$ cat config.mk
export PLATFORM = sky130hd
export DESIGN_NAME = ins_fetch_queue
export DESIGN_NICKNAME = d
export VERILOG_FILES = /design/src/rtl/fetch_pkg.sv /design/src/rtl/bundle_fifo.sv /design/src/rtl/ins_fetch_queue.sv
export SDC_FILE = /design/constraint.sdc
export NUM_CORES = 1
export LEC_CHECK = 0
export ABC_AREA = 1
export CELL_PAD_IN_SITES_DETAIL_PLACEMENT = 1
export CELL_PAD_IN_SITES_GLOBAL_PLACEMENT = 1
export CORE_ASPECT_RATIO = 0.5
export CORE_MARGIN = 2
export CORE_UTILIZATION = 35
export CTS_BUF_LIST = sky130_fd_sc_hd__clkbuf_8
export DETAILED_ROUTE_END_ITERATION = 10
export DONT_BUFFER_PORTS = 1
export PLACE_DENSITY_LB_ADDON = 0.1
export SLEW_MARGIN = 15
export SYNTH_ARGS = -nofsm -noshare
export SYNTH_HDL_FRONTEND = slang
export SYNTH_HIERARCHICAL = 1
export SYNTH_SLANG_ARGS = --single-unit
export TNS_END_PERCENT = 5
$ cat constraint.sdc
create_clock -name clk -period 11.7 [get_ports clk]
set_input_delay 3.51 -clock clk [delete_from_list [all_inputs] [get_ports clk]]
set_output_delay 3.51 -clock clk [all_outputs]
set_load 0.02 [all_outputs]
$ cat src/rtl/fetch_pkg.sv
// Shared definitions for the instruction fetch queue.
//
// Contents:
//   INSTR_W          - width of one instruction word
//   PC_START_DEFAULT - PC loaded on reset unless overridden
//   MIPS_NOP         - all-zero MIPS no-op encoding
//   pc_step()        - byte distance between consecutive fetch bundles
package fetch_pkg;

    localparam int          INSTR_W          = 32;
    localparam logic [31:0] PC_START_DEFAULT = 32'h00400020;
    localparam logic [31:0] MIPS_NOP         = 32'h00000000;

    // Each bundle holds fetch_width 4-byte words, so the PC advances by 4*fetch_width.
    function automatic logic [31:0] pc_step(input int fetch_width);
        return 32'(4 * fetch_width);
    endfunction

endpackage

$ cat src/rtl/bundle_fifo.sv
// Synchronous FIFO holding fetched bundles.
//
// Ports:
//   clk, reset  - rising-edge clock, synchronous active-low reset
//   push, din   - write din at the tail (ignored when full unless pop also fires)
//   pop         - advance the head (ignored when empty)
//   flush       - discard all entries; takes priority over push/pop
//   dout        - head entry, read combinationally from the storage array
//   full, empty - occupancy flags
//   count       - number of occupied entries (0..DEPTH)
module bundle_fifo #(
    parameter int DATA_W = 96,
    parameter int DEPTH  = 4
) (
    input  logic                   clk,
    input  logic                   reset,
    input  logic                   push,
    input  logic                   pop,
    input  logic                   flush,
    input  logic [DATA_W-1:0]      din,
    output logic [DATA_W-1:0]      dout,
    output logic                   full,
    output logic                   empty,
    output logic [$clog2(DEPTH):0] count
);

    localparam int PTR_W = $clog2(DEPTH);
    localparam int CNT_W = $clog2(DEPTH) + 1;

    logic [DATA_W-1:0] mem [DEPTH];
    logic [PTR_W-1:0]  wr_ptr;
    logic [PTR_W-1:0]  rd_ptr;
    logic              push_ok;
    logic              pop_ok;

    assign full  = (count == CNT_W'(DEPTH));
    assign empty = (count == '0);

    // A push into a full FIFO is allowed only when the head leaves in the
    // same cycle; the write then lands in the slot being vacated.
    assign pop_ok  = pop & ~empty;
    assign push_ok = push & (~full | pop_ok);

    assign dout = mem[rd_ptr];

    always_ff @(posedge clk) begin
        if (!reset || flush) begin
            wr_ptr <= '0;
            rd_ptr <= '0;
            count  <= '0;
        end else begin
            if (push_ok) begin
                wr_ptr <= wr_ptr + PTR_W'(1);
            end
            if (pop_ok) begin
                rd_ptr <= rd_ptr + PTR_W'(1);
            end
            case ({push_ok, pop_ok})
                2'b10:   count <= count + CNT_W'(1);
                2'b01:   count <= count - CNT_W'(1);
                default: count <= count;
            endcase
        end
    end

    // Storage needs no reset: entries are only visible between the pointers.
    always_ff @(posedge clk) begin
        if (push_ok) begin
            mem[wr_ptr] <= din;
        end
    end

endmodule

$ cat src/rtl/ins_fetch_queue.sv
// Multi-issue instruction fetch stage with a bundle queue.
//
// Holds the PC, reads FETCH_WIDTH consecutive words per cycle from a
// combinational instruction memory and queues {pc, words} bundles so that
// decode back-pressure does not stall fetching until the queue fills.
//
// Ports:
//   clk, reset    - rising-edge clock, synchronous active-low reset
//   imem_addr     - byte address of lane 0 of the bundle being fetched (= pc)
//   imem_en       - this cycle's imem_data is written into the queue
//   imem_data     - lane i holds the word at imem_addr + 4*i
//   redirect      - taken branch/jump: flush queue, load redirect_pc
//   redirect_pc   - new PC, low two bits forced to zero
//   out_valid     - head bundle present
//   out_ready     - decode takes the head bundle this cycle
//   out_pc        - PC of lane 0 of the head bundle
//   out_instr     - head bundle words, lane 0 in the low bits
//   count         - occupied queue entries
//   full, empty   - occupancy flags
//
// Handshake: the head bundle transfers on a rising edge where
// out_valid && out_ready && !redirect. out_pc/out_instr are held stable while
// out_valid is high and the head is not taken; they are meaningless while
// out_valid is low. A redirect cancels any transfer in its cycle.
module ins_fetch_queue
    import fetch_pkg::*;
#(
    parameter logic [31:0] PC_START    = PC_START_DEFAULT,
    parameter int          FETCH_WIDTH = 2,
    parameter int          DEPTH       = 4
) (
    input  logic                           clk,
    input  logic                           reset,
    output logic [31:0]                    imem_addr,
    output logic                           imem_en,
    input  logic [INSTR_W*FETCH_WIDTH-1:0] imem_data,
    input  logic                           redirect,
    input  logic [31:0]                    redirect_pc,
    output logic                           out_valid,
    input  logic                           out_ready,
    output logic [31:0]                    out_pc,
    output logic [INSTR_W*FETCH_WIDTH-1:0] out_instr,
    output logic [$clog2(DEPTH):0]         count,
    output logic                           full,
    output logic                           empty
);

    localparam int BUNDLE_W = INSTR_W * FETCH_WIDTH;
    localparam int ENTRY_W  = 32 + BUNDLE_W;

    logic [31:0]        pc;
    logic               enq;
    logic               deq;
    logic [ENTRY_W-1:0] head;
    logic               unused_pc_lsbs;

    // Word-aligned fetch only; the byte offset of a redirect target is dropped.
    assign unused_pc_lsbs = ^redirect_pc[1:0];

    assign imem_addr = pc;
    assign out_valid = ~empty;

    // Dequeue frees a slot in the same cycle, so a full queue with decode
    // accepting still fetches.
    assign deq     = out_valid & out_ready & ~redirect;
    assign enq     = ~redirect & (~full | deq);
    assign imem_en = enq;

    always_ff @(posedge clk) begin
        if (!reset) begin
            pc <= PC_START;
        end else if (redirect) begin
            pc <= {redirect_pc[31:2], 2'b00};
        end else if (enq) begin
            pc <= pc + pc_step(FETCH_WIDTH);
        end
    end

    bundle_fifo #(
        .DATA_W (ENTRY_W),
        .DEPTH  (DEPTH)
    ) u_bundle_fifo (
        .clk   (clk),
        .reset (reset),
        .push  (enq),
        .pop   (deq),
        .flush (redirect),
        .din   ({pc, imem_data}),
        .dout  (head),
        .full  (full),
        .empty (empty),
        .count (count)
    );

    assign out_pc    = head[ENTRY_W-1:BUNDLE_W];
    assign out_instr = head[BUNDLE_W-1:0];

endmodule

== After elaboration in Yosys (flattened, before gate mapping) ==
Memories as Yosys holds them, arrays and structs flattened. A register that Yosys moved wholly into a read port is not among the register bits.
Cells that the tools add are included.

* Output and inout bits: 135
* Input bits: 100
* Word-level logic and storage cells: 38
* Memory bits (writable): 384
* Memories: 1
* Bits in registers: 39

{| class="wikitable"
|+ Memory list
! name !! words !! bits a word !! read ports !! clocked after memory_dff !! wr ports !! RTL line !! text
|-
| u_bundle_fifo.mem || 4 || 96 || 1 || 1 || 1 || bundle_fifo.sv:30 || <nowiki>logic [DATA_W-1:0] mem [DEPTH];</nowiki>
|}

* Muxes and demuxes: 7
* Equality and inequality tests: 3
* Bitwise gates (word level): 11
* $add $sub $neg: 5
* Reductions and logical operators: 6

{| class="wikitable"
|+ Operators with widths
! operator !! number
|-
| $mux W32 || 2
|-
| $add A32 B4 Y32 const B || 1
|-
| $pmux W3 S2 || 1
|-
| $and A1 B1 Y1 || 5
|-
| $add A2 B1 Y2 const B || 2
|-
| $mux W2 || 2
|-
| $not A1 Y1 || 4
|-
| $reduce_bool A2 Y1 || 2
|-
| $add A3 B1 Y3 const B || 1
|-
| $eq A3 B3 Y1 const B || 1
|-
| $logic_not A3 Y1 || 1
|-
| $sub A3 B1 Y3 const B || 1
|-
| $eq A2 B1 Y1 const B || 1
|-
| $eq A2 B2 Y1 const B || 1
|-
| $mux W1 || 2
|-
| $or A1 B1 Y1 || 2
|-
| $reduce_or A2 Y1 || 1
|-
| $logic_not A1 Y1 || 1
|-
| $logic_or A1 B1 Y1 || 1
|}

== Longest topological paths before layout ==
Gate-level depths: netlist of run 1.

* Depth in word-level cells: 9
* Depth in mapped cells: 15
* Mapped depth without buffers: 14

== Cells and area by module ==
The synthesis of run 1 kept the hierarchy.

{| class="wikitable"
|+ Modules (own cells, without submodules)
! module !! area an instance (µm²) !! times used !! cells each
|-
| bundle_fifo || 14759.2 || 1 || 993
|-
| ins_fetch_queue || 2139.6 || 1 || 350
|}

== Worst setup path after synthesis of run 1 ==
Ideal clock, no wire load.

* Path type: in2reg
* From: input port redirect
* To: memory u_bundle_fifo.mem[0][0], enable pin
* Arrival: 8.245 ns
* Buffers on the path: 2
* Data required time: 11.149 ns
* Path slack: 2.904 ns
* Cell stages on the path: 5
* Library setup time: 0.551 ns
* Path through: buf_2 > buf_2 > nor2_1 > o21ai_4 > nor2_1

* Longest elaborated chain between the ends: 7

{| class="wikitable"
|+ RTL lines
! what !! RTL line !! text
|-
| from (decl) || ins_fetch_queue.sv:37 || <nowiki>input logic redirect,</nowiki>
|-
| $not A1 Y1 (*) || ins_fetch_queue.sv:65 || <nowiki>assign deq = out_valid & out_ready & ~redirect;</nowiki>
|-
| $and A1 B1 Y1 (*) || ins_fetch_queue.sv:65 ||
|-
| net deq || ins_fetch_queue.sv:53 || <nowiki>logic deq;</nowiki>
|-
| $or A1 B1 Y1 or $and A1 B1 Y1 (tied branches) || ins_fetch_queue.sv:66, bundle_fifo.sv:41 ||
|-
| $and A1 B1 Y1 or $or A1 B1 Y1 (tied branches) || ins_fetch_queue.sv:66, bundle_fifo.sv:42 ||
|-
| $and A1 B1 Y1 (*) || bundle_fifo.sv:42 || <nowiki>assign push_ok = push & (~full | pop_ok);</nowiki>
|-
| $mux W1 (*) || bundle_fifo.sv:68 || <nowiki>if (push_ok) begin</nowiki>
|-
| $mux W1 (not written as such) (*) || bundle_fifo.sv:69 || <nowiki>mem[wr_ptr] <= din;</nowiki>
|-
| to (decl) || bundle_fifo.sv:30 ||
|}

The timed path passes the listed nets; every way through them passes the cells marked *.

== Worst setup path in the final report of run 1 ==
* From: input port out_ready
* To: output port imem_en

* Longest elaborated chain between the ends: 4

{| class="wikitable"
|+ RTL lines
! what !! RTL line !! text
|-
| from (decl) || ins_fetch_queue.sv:40 || <nowiki>input logic out_ready,</nowiki>
|-
| $and A1 B1 Y1 (2 in series) || ins_fetch_queue.sv:65 ||
|-
| $or A1 B1 Y1 || ins_fetch_queue.sv:66 || <nowiki>assign enq = ~redirect & (~full | deq);</nowiki>
|-
| $and A1 B1 Y1 || ins_fetch_queue.sv:66 ||
|-
| to (decl) || ins_fetch_queue.sv:35 || <nowiki>output logic imem_en,</nowiki>
|}

No other way between the ends.

==> load_flow_metrics.sql, run 1 <==
INSERT INTO impl_metrics (metric_group, metric, value, unit) VALUES
('status', 'run_status', 'complete, no violations', ''),
('logic_synthesis', 'yosys-mux-area-fraction', '0', '%'),
('floorplanning', 'die-area', '50200', 'um2'),
('power_and_ir_drop', 'power_density', '163', 'nW/um2'),
('grt', 'overflow', '0', ''),
('worst_setup_path', 'critical_path.endpoint_type', 'primary output', ''),
('route', 'drt_drc_violations_left', '0', ''),
('route', 'drt_iter0_markers', '577', ''),
('logic_synthesis', 'synth_compound_area_share', '11.8', '%'),
('sta', 'tcrit_tclk_final', '65.4', '%'),
('logic_synthesis', 'synth-seq-cells', '423', ''),
('cts', 'cts_num_sinks', '423', ''),
('sta', 'setup-tns-final', '0', 'ns'),
('grt', 'first_pass_grt_wire_length', '68.3', 'mm'),
('cts', 'max-clock-path-buffers', '3', ''),
('layout', 'post_route_cells_drive_above_1_share', '9.14', '%'),
('placement', 'place_area', '17400', 'um2'),
('logic_synthesis', 'synth-seq-area-share', '72.9', '%'),
('route', 'via_count', '10557', ''),
('power_and_ir_drop', 'share_seq_of_total_power', '57.8', '%'),
('grt', 'via_count_of_the_first_global_routing_pass', '11226', ''),
('logic_synthesis', 'yosys.area_share.simple', '10.0', '%'),
('route', 'routed_via_density', '5.18', ''),
('min_path', 'timing.hold.worst.class', 'flip-flop to flip-flop', ''),
('cts', 'clk_lat_worst_skew', '0.60', 'ns'),
('cts', 'clk_root_buffer_cell', 'sky130_fd_sc_hd__clkbuf_8', ''),
('power_and_ir_drop', 'total_internal_power', '2310', 'uW'),
('logic_synthesis', 'synth_top_family_by_area', 'compound AO/OA/AOI/OAI gates', ''),
('layout', 'layout.cells.most_common_list', 'sky130_fd_sc_hd__edfxtp_1, sky130_fd_sc_hd__nor2_1, sky130_fd_sc_hd__o21ai_0, sky130_fd_sc_hd__nand2_1, sky130_fd_sc_hd__o22ai_1', ''),
('layout', 'area_delta_synth_final', '9.60', '%'),
('worst_setup_path', 'timing.critical_path.required', '8.19', 'ns'),
('sta', 'max_frequency', '131', 'MHz'),
('layout', 'multi_input_comb_area', '3900', 'um2'),
('logic_synthesis', 'synth_area_per_cell', '12.6', 'um2'),
('sta', 'timing.slew.headroom', '24.0', '%'),
('cts', 'cts_tree', 'built', ''),
('cts', 'htree_num_levels', '3', ''),
('layout', 'fillerInstances', '5002', ''),
('worst_setup_path', 'path_delay_family', 'compound AO/OA/AOI/OAI gates', ''),
('logic_synthesis', 'synth.distinct_cells', '40', ''),
('cts', 'post_cts_resize_count', '0', ''),
('power_and_ir_drop', 'p_leak', '0.00610', 'uW'),
('floorplanning', 'standard_cell_row_count', '56', ''),
('floorplanning', 'effective_utilization_at_floorplan', '35.8', '%'),
('cts', 'clk_transition_reported_paths', '0.06', 'ns'),
('worst_setup_path', 'worstPathCellList', 'nand2_2 > a21oi_2', ''),
('power_and_ir_drop', 'irDropWorstVdd', '0.0554', 'mV'),
('sta', 'finalHoldViolCount', '0', ''),
('sta', 'timing_max_transition_violations_final', '0', ''),
('route', 'final_antenna_net_count', '0', ''),
('worst_setup_path', 'start_kind', 'input port', ''),
('logic_synthesis', 'synthesis.area', '16900', 'um2'),
('grt', 'number_of_antenna_violations_at_the_first_check_in_global_routing', '0', ''),
('placement', 'portBuffers', '0', ''),
('logic_synthesis', 'asyncSetResetFlopFracSynth', '0', '%'),
('route', 'detail_route.wl_per_cell', '22.3', 'um'),
('layout', 'regArea', '12300', 'um2'),
('logic_synthesis', 'synth_ff_type', 'sky130_fd_sc_hd__edfxtp_1', ''),
('power_and_ir_drop', 'clock_power_share', '38.1', '%'),
('cts', 'postCtsSetupRepairBufs', '0', ''),
('logic_synthesis', 'yosysWarnings', '6', ''),
('cts', 'cts_hold_buf', '0', ''),
('layout', 'fin_util', '39.2', '%'),
('run', 'maxCapViolCount', '0', ''),
('layout', 'layout.cells.most_common', 'sky130_fd_sc_hd__edfxtp_1', ''),
('floorplanning', 'io_pins', '235', ''),
('worst_setup_path', 'critPathArrivalTime', '4.14', 'ns'),
('worst_setup_path', 'path_class', 'input port to primary output', ''),
('worst_setup_path', 'crit_path_top_delay_cell', 'sky130_fd_sc_hd__a21oi_2', ''),
('worst_setup_path', 'critPathMaxFanout', '6', ''),
('placement', 'gp_routability_congestion', '0.757', '');
## cells in the mapped netlist (17+ instances only)
library cell | instances | area [um2]
sky130_fd_sc_hd__clkbuf_1 | 17 | 63.8
sky130_fd_sc_hd__dfxtp_1 | 39 | 781
sky130_fd_sc_hd__nor2_1 | 231 | 867
sky130_fd_sc_hd__a21oi_1 | 27 | 135
sky130_fd_sc_hd__buf_6 | 22 | 248
sky130_fd_sc_hd__o21ai_1 | 92 | 460
sky130_fd_sc_hd__nand3_1 | 37 | 185
sky130_fd_sc_hd__inv_1 | 55 | 206
sky130_fd_sc_hd__o22ai_1 | 96 | 601
sky130_fd_sc_hd__buf_2 | 18 | 90.1
sky130_fd_sc_hd__nand2_1 | 108 | 405
sky130_fd_sc_hd__o21ai_0 | 131 | 656
sky130_fd_sc_hd__edfxtp_1 | 384 | 11500
## power groups by stage
stage	Sequential, uW	Clock [uW]	Combinational, uW
2_1_floorplan	1760	0	97.1
3_3_place_gp	1770	0	127
3_5_place_dp	1780	0	130
4_1_cts	1740	1190	130
5_1_grt	1750	1260	138
6_report	1740	1150	126
## area by class of cell
cell class / instances / area share (%)
Sequential cell: 423 / 66.5
Multi-Input combinational cell: 793 / 21.0
Clock buffer: 68 / 5.05
Tap cell: 638 / 4.31
Inverter: 61 / 1.27
Clock inverter: 40 / 1.17
Timing Repair Buffer: 15 / 0.608
Antenna cell: 2 / 0.0270
## per-layer routing
metal,vias to the layer above,global-route usage (%),share of wire [%]
li1,4901,-,-
met2,190,32.6,53
met5,-,0,0
met4,0,5.11,1.9
met1,5396,21.3,41
met3,70,4.08,4.3
## cells by family after synthesis
group,after synthesis
buf+inv,136
fa+ha+maj,6
flops,423
other cells,1
simple gates,408
compound gates,363
xor+xnor,6
## worst min-delay path, stage by stage, from the launching register on
cell	delay (ns)
sky130_fd_sc_hd__dfxtp_1	0.30
sky130_fd_sc_hd__inv_1	0.06
sky130_fd_sc_hd__a21oi_1	0.06
## final timing paths
check                                       startpoint                                  to  slack (ns)  cells after the start
setup / recovery                             out_ready                             imem_en        4.05                      2
hold / removal    u_bundle_fifo/rd_ptr[1]$_SDFFE_PP0N_                           flip-flop        0.45                      2
setup reg to reg   u_bundle_fifo/count[0]$_SDFFE_PP0P_  u_bundle_fifo/mem[2][89]$_DFFE_PP_        7.30                     10
hold reg to reg   u_bundle_fifo/rd_ptr[1]$_SDFFE_PP0N_                           flip-flop        0.45                      2
## stage by stage
stage | hold slack (ns) | cells | worst slack, ns
6_report | 0.454 | 2040 | 4.05
3_5_place_dp | 0.445 | 1930 | 4.03
4_1_cts | 0.457 | 2038 | 4.03
5_1_grt | 0.479 | 2038 | 4.02
2_1_floorplan | 0.436 | 1352 | 2.90
3_3_place_gp | 0.442 | 1930 | 4.05
## sequential cells by signal, summed over array words and instances (netlist names), named ones only
register,flops
u_bundle_fifo/mem,384
imem_addr,30
u_bundle_fifo/count,3
u_bundle_fifo/rd_ptr,2
u_bundle_fifo/wr_ptr,2
No activity file was read; power rests on OpenSTA's default activity.
==> run 2: changes to the inputs <==
--- a/config.mk
+++ b/config.mk
@@ -5,7 +5,7 @@
 export SDC_FILE = /design/constraint.sdc
 export NUM_CORES = 1
 export LEC_CHECK = 0
-export ABC_AREA = 1
+export ABC_AREA = 0
 export CELL_PAD_IN_SITES_DETAIL_PLACEMENT = 1
 export CELL_PAD_IN_SITES_GLOBAL_PLACEMENT = 1
 export CORE_ASPECT_RATIO = 0.5
==> constraint.sdc (replaced) <==
create_clock -name clk -period 8.03 [get_ports clk]
set_input_delay 2.409 -clock clk [delete_from_list [all_inputs] [get_ports clk]]
set_output_delay 2.409 -clock clk [all_outputs]
set_load 0.02 [all_outputs]
==> load_flow_metrics.sql, run 2 <==
INSERT INTO impl_metrics (metric_group, metric, value, unit) VALUES
('route', 'routed_wl', '38.3', 'mm'),
('route', 'routed_via_density', '5.24', ''),
('worst_setup_path', 'crit_path_top_delay_cell', 'sky130_fd_sc_hd__nor2_1', ''),
('layout', 'largest_register_ffs', '384', ''),
('cts', 'clk_root_buffer_cell', 'sky130_fd_sc_hd__clkbuf_8', ''),
('logic_synthesis', 'yosysWarnings', '6', ''),
('route', 'detail_route.wl_per_cell', '25.0', 'um'),
('cts', 'clk_transition_reported_paths', '0.06', 'ns'),
('logic_synthesis', 'synth.top_cell.area_share', '70.5', '%'),
('layout', 'area_delta_synth_final', '11.8', '%'),
('logic_synthesis', 'synth_edf_count', '384', ''),
('route', 'final_antenna_net_count', '0', ''),
('worst_setup_path', 'worstPathCellList', 'or3b_1 > inv_2 > nor2_1 > nor2_1', ''),
('logic_synthesis', 'synth-seq-area-share', '75.2', '%'),
('floorplanning', 'die_width', '310', 'um'),
('logic_synthesis', 'area_share_of_fa_ha_maj_cells_after_synthesis', '0.505', '%'),
('floorplanning', 'die-height', '157', 'um'),
('worst_setup_path', 'path_class', 'input port to primary output', ''),
('floorplanning', 'die-area', '48600', 'um2'),
('logic_synthesis', 'post_synth_most_frequent_cells', 'sky130_fd_sc_hd__edfxtp_1, sky130_fd_sc_hd__mux4_2, sky130_fd_sc_hd__dfxtp_1', ''),
('worst_setup_path', 'path_delay_family', 'simple AND/OR/NAND/NOR gates', ''),
('logic_synthesis', 'synthCells', '819', ''),
('grt', 'first_pass_grt_wire_length', '57.0', 'mm'),
('sta', 'fin_crit_period', '6.47', 'ns'),
('layout', 'post_route_cells_drive_above_1_share', '22.6', '%'),
('cts', 'cts_num_sinks', '423', ''),
('placement', 'placedCellCount', '1419', ''),
('layout', 'layout.cells.most_common', 'sky130_fd_sc_hd__edfxtp_1', ''),
('floorplanning', 'standard_cell_row_count', '55', ''),
('floorplanning', 'effective_utilization_at_floorplan', '35.8', '%'),
('layout', 'final-instance-count-excl-fill', '1535', ''),
('logic_synthesis', 'yosys.area_share.simple', '4.82', '%'),
('grt', 'via_count_of_the_first_global_routing_pass', '8898', ''),
('placement', 'gp_routability_congestion', '0.689', ''),
('grt', 'number_of_antenna_violations_at_the_first_check_in_global_routing', '4', ''),
('sta', 'setup_viol', '0', ''),
('logic_synthesis', 'synth_area_per_cell', '20.0', 'um2'),
('cts', 'max-clock-path-buffers', '3', ''),
('min_path', 'timing.hold.worst.class', 'flip-flop to flip-flop', ''),
('floorplanning', 'io_pins', '235', ''),
('worst_setup_path', 'timing.critical_path.required', '5.62', 'ns'),
('sta', 'setup-tns-final', '0', 'ns'),
('route', 'drt_iter0_markers', '511', ''),
('power_and_ir_drop', 'irDropWorstVdd', '0.0881', 'mV'),
('cts', 'postCtsSetupRepairBufs', '0', ''),
('cts', 'cts_tree', 'built', ''),
('logic_synthesis', 'asyncSetResetFlopFracSynth', '0', '%'),
('logic_synthesis', 'netlist_top_cells_area', 'sky130_fd_sc_hd__edfxtp_1, sky130_fd_sc_hd__mux4_2, sky130_fd_sc_hd__dfxtp_1', ''),
('run', 'maxCapViolCount', '0', ''),
('sta', 'timing_max_transition_violations_final', '0', ''),
('sta', 'worstMarginPinSlew', '0.944', 'ns'),
('power_and_ir_drop', 'p_leak', '0.00562', 'uW'),
('sta', 'tcrit_tclk_final', '80.5', '%'),
('logic_synthesis', 'synth_top_family_by_area', 'multiplexers', ''),
('grt', 'globalRouteTotalUtil', '16.0', '%'),
('worst_setup_path', 'critical_path.endpoint_type', 'primary output', ''),
('logic_synthesis', 'synth.distinct_cells', '60', ''),
('sta', 'finalClockSkew', '0.0264', 'ns'),
('route', 'drt_drc_violations_left', '0', ''),
('placement', 'portBuffers', '0', ''),
('sta', 'timing.slew.headroom', '37.1', '%'),
('logic_synthesis', 'synth_largest_area_cell', 'sky130_fd_sc_hd__edfxtp_1', ''),
('route', 'detailedRoute.firstPassIterationCount', '4', ''),
('cts', 'cts-buffers-inserted', '66', ''),
('sta', 'max_frequency', '155', 'MHz'),
('logic_synthesis', 'yosys-mux-area-fraction', '13.3', '%'),
('sta', 'rsz_0062_raised_after_global_routing', 'false', ''),
('logic_synthesis', 'synthesis.area', '16400', 'um2'),
('sta', 'final_worst_setup_slack', '1.56', 'ns'),
('sta', 'finalHoldViolCount', '0', ''),
('cts', 'htree_num_levels', '3', ''),
('power_and_ir_drop', 'power_density', '244', 'nW/um2'),
('worst_setup_path', 'critPathArrivalTime', '4.06', 'ns'),
('worst_setup_path', 'worstPathBufferInverterCount', '1', ''),
('worst_setup_path', 'path_common_cell', 'sky130_fd_sc_hd__nor2_1', ''),
('floorplanning', 'placeable_core_region', '45700', 'um2'),
('logic_synthesis', 'synth_compound_area_share', '3.59', '%'),
('placement', 'place.detailed.hpwl', '22.5', 'mm'),
('grt', 'pin_count_of_the_biggest_net_entering_global_routing', '97', ''),
('worst_setup_path', 'start_kind', 'input port', ''),
('logic_synthesis', 'synth-seq-cells', '423', ''),
('status', 'run_status', 'complete, no violations', ''),
('layout', 'layout.cells.most_common_list', 'sky130_fd_sc_hd__edfxtp_1, sky130_fd_sc_hd__mux4_2, sky130_fd_sc_hd__clkbuf_8, sky130_fd_sc_hd__dfxtp_1, sky130_fd_sc_hd__inv_1', ''),
('cts', 'clk_lat_worst_skew', '0.62', 'ns'),
('placement', 'placement.setup.worst_slack', '1.57', 'ns'),
('logic_synthesis', 'synthMostInstantiatedCell', 'sky130_fd_sc_hd__edfxtp_1', ''),
('worst_setup_path', 'critPathMaxFanout', '37', ''),
('logic_synthesis', 'yosys.area_share.xor_xnor', '0.535', '%'),
('grt', 'overflow', '0', ''),
('worst_setup_path', 'max_stage_delay', '0.71', 'ns'),
('cts', 'cts_hold_buf', '0', ''),
('logic_synthesis', 'synth_ff_type', 'sky130_fd_sc_hd__edfxtp_1', ''),
('cts', 'post_cts_resize_count', '0', ''),
('layout', 'nets', '966', ''),
('layout', 'registers.top_by_ff_count', 'u_bundle_fifo/mem', ''),
('route', 'via_count', '8051', '');
[run 2: cell types whose count changed after synthesis, sizes merged, moves of 25 or more]
cell / change
inv: -47
mux4: +96
o21ai: -206
o22ai: -96
nand3: -25
buf: -26
nor2: -214
nand2: -100
[run 2: power breakdown]
part | total (uW) | internal, uW | switching, uW
registers | 2530 | 2470 | 56.5
clock network | 1760 | 916 | 840
logic | 173 | 55.0 | 118
[run 2: cells by family after synthesis]
kind of cell / Yosys count
flip-flops: 423
AND/OR/NAND/NOR: 138
multiplexers: 98
AO/OA/AOI/OAI: 81
buffers and inverters: 62
XOR/XNOR: 10
adder cells (fa/ha/maj): 6
other: 1
[run 2: area by class of cell]
cell class | instances | area, um2
clock buffer | 71 | 977
tap | 627 | 785
timing repair buffer | 12 | 115
inverter | 14 | 52.6
sequential | 423 | 12300
multi-input combinational | 343 | 3780
antenna | 2 | 5.00
fill | 4422 | 27400
clock inverter | 43 | 270
[run 2: worst paths after layout]
path / from / depth (start not counted) / end / slack, ns
worst max-delay path: redirect / 4 / imem_en / 1.56
worst min-delay path: u_bundle_fifo/rd_ptr[1]$_SDFFE_PP0N_ / 2 / u_bundle_fifo/rd_ptr[1]$_SDFFE_PP0N_ / 0.52
worst max register to register: u_bundle_fifo/count[0]$_SDFFE_PP0P_ / 9 / u_bundle_fifo/mem[2][10]$_DFFE_PP_ / 3.77
worst min register to register: u_bundle_fifo/rd_ptr[1]$_SDFFE_PP0N_ / 2 / u_bundle_fifo/rd_ptr[1]$_SDFFE_PP0N_ / 0.52
[run 2: stage by stage]
stage	hold slack [ns]	instance area, um2	utilization [%]	power [uW]
finish	0.525	18300	40.0	4460
CTS	0.536	18300	40.0	4550
global placement	0.503	17000	37.3	2750
floorplan	0.485	16400	-	2700
detailed placement	0.517	17000	37.3	2760
global route	0.589	18300	40.0	4650
[run 2: tightest hold or removal path: cells and delay by family, from the launching register on]
family | cells | cell delay, ns
AND/OR/NAND/NOR | 1 | 0.10
XOR/XNOR | 1 | 0.07
flip-flops | 1 | 0.32
[run 2: per-layer routing]
metal  vias up  GRT usage, %  share of wire, %
met3        62          4.69               5.0
met5         -             0             0.042
met1      4352          19.4                41
met4         2          4.83               1.8
met2       149          27.9                53
li1       3486             -                 -
